**src/rtl/slurm32_cpu_hazard_pipeline.sv**
```systemverilog
// slurm32_cpu_hazard_pipeline: carries stage-0 hazard tags (hazard_reg0/modifies_flags0) through stages 1..3 as hazard_reg1..3/modifies_flags1..3; hazard_1..3, mem_stall and flush steer stall, bubble and flush; outputs pipeline_stall, bubble_inserted, stall_state (0 RUN/1 HAZ/2 MEM), hazard_stall_count
module slurm32_cpu_hazard_pipeline #(
  parameter int REG_BITS = 8,
  parameter int CNT_BITS = 16
) (
  input  logic                CLK,
  input  logic                RSTb,
  input  logic [REG_BITS-1:0] hazard_reg0,
  input  logic                modifies_flags0,
  input  logic                hazard_1,
  input  logic                hazard_2,
  input  logic                hazard_3,
  input  logic                mem_stall,
  input  logic                flush,
  output logic [REG_BITS-1:0] hazard_reg1,
  output logic [REG_BITS-1:0] hazard_reg2,
  output logic [REG_BITS-1:0] hazard_reg3,
  output logic                modifies_flags1,
  output logic                modifies_flags2,
  output logic                modifies_flags3,
  output logic                pipeline_stall,
  output logic                bubble_inserted,
  output logic [1:0]          stall_state,
  output logic [CNT_BITS-1:0] hazard_stall_count
);
  localparam logic [1:0] RUN = 2'd0, HAZ = 2'd1, MEM = 2'd2;
  logic [1:0] state, state_nxt;
  logic hz_any, hz_take;
  assign hz_any  = hazard_1 | hazard_2 | hazard_3;
  assign hz_take = hz_any & ~flush;
  always_ff @(posedge CLK)
    if (!RSTb) state <= RUN;
    else state <= state_nxt;
  always_comb state_nxt = mem_stall ? MEM : flush ? RUN : hz_any ? HAZ : RUN;
  always_comb begin
    stall_state    = state;
    pipeline_stall = mem_stall | hz_take;
  end
  always_ff @(posedge CLK)
    if (!RSTb) begin
      hazard_reg1        <= '0;
      hazard_reg2        <= '0;
      hazard_reg3        <= '0;
      modifies_flags1    <= 1'b0;
      modifies_flags2    <= 1'b0;
      modifies_flags3    <= 1'b0;
      bubble_inserted    <= 1'b0;
      hazard_stall_count <= '0;
    end else if (!mem_stall) begin
      hazard_reg1        <= (flush | hz_any) ? '0 : hazard_reg0;
      modifies_flags1    <= (flush | hz_any) ? 1'b0 : modifies_flags0;
      hazard_reg2        <= flush ? '0 : hazard_reg1;
      modifies_flags2    <= flush ? 1'b0 : modifies_flags1;
      hazard_reg3        <= hazard_reg2;
      modifies_flags3    <= modifies_flags2;
      bubble_inserted    <= hz_take;
      hazard_stall_count <= (hz_take & ~&hazard_stall_count) ? hazard_stall_count + 1'b1 : hazard_stall_count;
    end
endmodule

```
**config.mk**
```make
export PLATFORM = sky130hd
export DESIGN_NAME = slurm32_cpu_hazard_pipeline
export DESIGN_NICKNAME = d
export VERILOG_FILES = /design/src/rtl/slurm32_cpu_hazard_pipeline.sv
export SDC_FILE = /design/constraint.sdc
export NUM_CORES = 1
export LEC_CHECK = 0
export CAP_MARGIN = 40
export CORE_MARGIN = 1
export CORE_UTILIZATION = 45
export DETAILED_ROUTE_END_ITERATION = 8
export MAX_ROUTING_LAYER = met4
export PLACE_DENSITY = 0.78
export SYNTH_ARGS = -nofsm -noshare
export SYNTH_HDL_FRONTEND = slang
export SYNTH_SLANG_ARGS = --single-unit
```
**constraint.sdc**
```tcl
create_clock -name CLK -period 2.4 [get_ports CLK]
set_clock_uncertainty 0.2 [all_clocks]
set_input_delay 0.72 -clock CLK [delete_from_list [all_inputs] [get_ports CLK]]
set_output_delay 0.72 -clock CLK [all_outputs]
set_load 0.01 [all_outputs]
```
### Yosys cells after proc, flatten, opt, wreduce, memory -nomap -nowiden

Index checks and enable logic that the tools add are counted.

* memories kept: 0
* input port bits: 16
* output and inout port bits: 47
* register bits after elaboration: 46
* bits in latches: 0
* memory bits (writable): 0
* bits in read-only memories: 0

* div/mod/pow operators: 0
* shift-type cells: 0
* reduce and logical (&&, ||, !) cells: 4
* multipliers: 0
* equality and inequality tests: 0
* magnitude comparators: 0
* bitwise gates (word level): 9
* multiplexer cells: 7
* add/sub/neg operators: 1

Operators by type and width (count)
* $add 16x1->16 const B: 1
* $mux 8: 2
* $reduce_and 16->1: 1
* $mux 1: 4
* $or 1x1->1: 4
* $not 1->1: 3
* $reduce_or 3->1: 1
* $and 1x1->1: 2
* $mux 2: 1
* $reduce_and 2->1: 1
* $logic_not 1->1: 1

### Logic depth before layout (Yosys ltp)

* depth after elaboration: 5
* depth in mapped cells: 5

### Worst setup path after synthesis

No wires, ideal clock.

* path type: input to output
* start point: input port mem_stall
* end point: output port pipeline_stall
* setup slack: 0.029 ns
* arrival time: 1.451 ns
* required time: 1.480 ns
* stages: 3
* path buffers: 2
* path through: clkbuf_1 -> buf_1 -> o21bai_1

* cells in the longest elaborated chain, start to end: 1

RTL lines
* start: declaration: RTL line 13 `input logic mem_stall,`
* $or 1x1->1: RTL line 37 `pipeline_stall = mem_stall | hz_take;`
* end: declaration: RTL line 21 `output logic pipeline_stall,`

Every way passes these cells.

### Worst setup path after layout

* start point: input port hazard_3
* end point: output port pipeline_stall

* cells in the longest elaborated chain, start to end: 3

RTL lines
* start: declaration: RTL line 12 `input logic hazard_3,`
* $or 1x1->1: RTL line 29 `assign hz_any = hazard_1 | hazard_2 | hazard_3;`
* $and 1x1->1: RTL line 30 `assign hz_take = hz_any & ~flush;`
* $or 1x1->1: RTL line 37

Every way passes these cells.

==> run summary <==
final hold viol count: 0
Synthesized Nets: 222
Core Region: 4060 µm²
P_leak: 1.04 nW
measured slew at the worst slew-check pin: 0.512 ns
WHS: 0.262 ns
Post-synth top cells: dfxtp_1 (46), nor2_1 (22), nand2_1 (19)
Syn Area/Cell: 9.45 µm²
critical-path cell list: dlygate4sd2_1 -> nor3_2 -> o21bai_1 -> buf_2
critical path class: input pin to output pin
post-synthesis adder-cell area fraction: 0.00646
CP Launch Type: input pin
Remaining DRCs: 0
Yosys top cell area share: 0.475
Worst Setup End Kind: output pin
vias: 1759
Initial DRC Count: 75
Final Worst Setup Slack: 0.0776 ns
Die X: 67.6 µm
post-synthesis simple-gate area fraction: 0.264
Power, Total: 0.00144 W
worst skew pair latency: 0.29 ns
share of layout cells above drive strength 1: 0.126
top-count cell post-synth: dfxtp_1
num ports: 63
final WL: 4550 µm
Primary FF master, synth: dfxtp_1
CTS tree: yes
Worst-path clk slew: 0.08 ns
VDD IR max: 355 µV
maximum capacitance violations: 0
max incr delay on CP: 0.25 ns
Post-CTS Hold Buffers: 0
Sink Count: 46
Post-synth EDFFs: 0
total congestion overflow: 0
CP Max Fanout: 2
Yosys top cell by area: dfxtp_1
Max clock buf depth: 2
Place WS: -0.510 ns
Final Max Tran Viols: 0
highest clock rate: 431 MHz
Synth Area in Compound Gates: 0.134
CP arrival: 1.40 ns
Synth warnings: 0
ant diodes: 0
DR WL/cell: 13.9 µm
DIE HEIGHT: 67.6 µm
mux contribution to synthesized area: 0.0930
Critical-path top delay cell: dlygate4sd2_1
remaining antenna violation count: 0
root buffer cell: clkbuf_8
vias in the first global route: 1578
synth top area cells: dfxtp_1 (48%), mux2i_1 (9.3%), nor2_1 (4.3%)
final core occ: 0.697
initial antenna violation count: 0
#FFs+latches synth: 46
Period Utilization, post-route: 0.968
area growth from synthesis to layout: 46.1%
Synth Cell Area: 1940 µm²
RSZ-0062 raised after global routing: false
Mapped Cells: 205
Tightest Hold Check Type: register to register
Rows: 23
Port Buffers: 62
fin crit period: 2.32 ns
register area share after synthesis: 0.475
critical path required time: 1.48 ns
async set or reset register ratio after synthesis: 0
H-tree depth: 2
DIE AREA: 4570 µm²
initial core utilization: 0.477
first-pass GRT wire length: 7080 µm
Total GRT Usage: 0.213
Final setup violation count: 0
HPWL after DPL: 3170 µm
largest net degree at the start of global routing: 29
max_slew headroom: 0.657
Critical path buffers and inverters: 2
pwr/cell area: 510 nW/µm²
gp weighted congestion: 0.790
Yosys cell types: 38
XOR/XNOR Fraction of Synth Area: 0
largest family of logic cells by synthesized area: simple AND/OR/NAND/NOR gates
fin cells: 328
status: completed
Nets: 294
Via density: 5.36
CP delay by family, top: buffers and inverters
Num CTS Buffers: 5
first-pass iteration count of the detailed router: 4
placed cells: 317
## report_power, final
part / switching (W) / leakage (nW) / internal [W]
clock network: 0.000255 / 0.0514 / 0.000311
registers: 0.00000514 / 0.372 / 0.000769
logic: 0.0000489 / 0.612 / 0.0000554
total: 0.000309 / 1.04 / 0.00113
## routing by layer
metal / part of all wire / vias to the layer above / global-route usage
met4: 0.011 / 0 / 0.0824
met1: 0.46 / 818 / 0.251
li1: - / 884 / -
met5: 0 / - / -
met3: 0.047 / 6 / 0.0541
met2: 0.48 / 51 / 0.344
## worst reg2reg max path, delay by kind of cell, from the launching register on
| kind | cells | cell delay (ns) |
|---|---|---|
| compound gates | 1 | 0.17 |
| mux | 1 | 0.14 |
| simple gates | 2 | 0.72 |
| flops | 1 | 0.44 |
| fa+ha+maj | 1 | 0.27 |
## cells by family (layout without fill, tap and decap cells)
group	after synthesis	after routing
AND/OR/NAND/NOR	89	89
buffers and inverters	13	86
flip-flops	46	46
multiplexers	18	18
adder cells (fa/ha/maj)	1	1
AO/OA/AOI/OAI	38	38
## through the flow
step | area, µm² | setup TNS, ns
floorplan | 1940 | 0
global placement | 2660 | -2.88
detailed placement | 2660 | -3.19
CTS | 2780 | 0
global route | 2830 | 0
finish | 2830 | 0
## timing repair
item,in CTS,in global routing
setup endpoints to repair,3,8
setup buffers,1,2
pin swaps,3,4
gates resized for setup,8,10
## cell type report
type | count | area, µm²
fill | 315 | 1230
multi-input combinational | 146 | 996
sequential | 46 | 923
timing repair buffer | 77 | 733
clock buffer | 6 | 72.6
tap | 50 | 62.6
clock inverter | 2 | 37.5
inverter | 1 | 3.75
## placed cells by master (no fill, tap or decap), types with 2 or more instances in the layout
| cell | n |
|---|---|
| dfxtp_1 | 44 |
| nand2b_1 | 8 |
| o31a_1 | 2 |
| and2_1 | 2 |
| a211oi_1 | 2 |
| clkdlybuf4s50_1 | 56 |
| o31ai_1 | 3 |
| dfxtp_2 | 2 |
| mux2i_1 | 18 |
| nand3_1 | 3 |
| or4_1 | 3 |
| o21a_1 | 2 |
| clkbuf_8 | 5 |
| a21oi_1 | 13 |
| nor4_1 | 3 |
| nor3b_1 | 9 |
| dlygate4sd2_1 | 3 |
| nand2_1 | 19 |
| buf_4 | 14 |
| nor3_2 | 2 |
| a22o_1 | 9 |
| a31oi_1 | 2 |
| dlymetal6s2s_1 | 2 |
| and3_1 | 2 |
| nor2_1 | 22 |
| o21ai_0 | 2 |
| nand4_1 | 4 |
## sequential cells by signal (all words and copies together), names as in the netlist
name,count
bubble_inserted,1
modifies_flags1,1
modifies_flags3,1
hazard_stall_count,16
stall_state,2
hazard_reg1,8
modifies_flags2,1
hazard_reg2,8
hazard_reg3,8
## worst paths after layout
kind                                 startpoint                                  end  slack (ns)  cells after the start
max reg2reg  hazard_stall_count[0]$_SDFFE_PN0P_  hazard_stall_count[11]$_SDFFE_PN0P_        0.35                      5
max                                    hazard_3                       pipeline_stall        0.08                      4
min                bubble_inserted$_SDFFE_PN0N_         bubble_inserted$_SDFFE_PN0N_        0.26                      1
min reg2reg        bubble_inserted$_SDFFE_PN0N_         bubble_inserted$_SDFFE_PN0N_        0.26                      1
No activity file was read; power rests on OpenSTA's default activity.
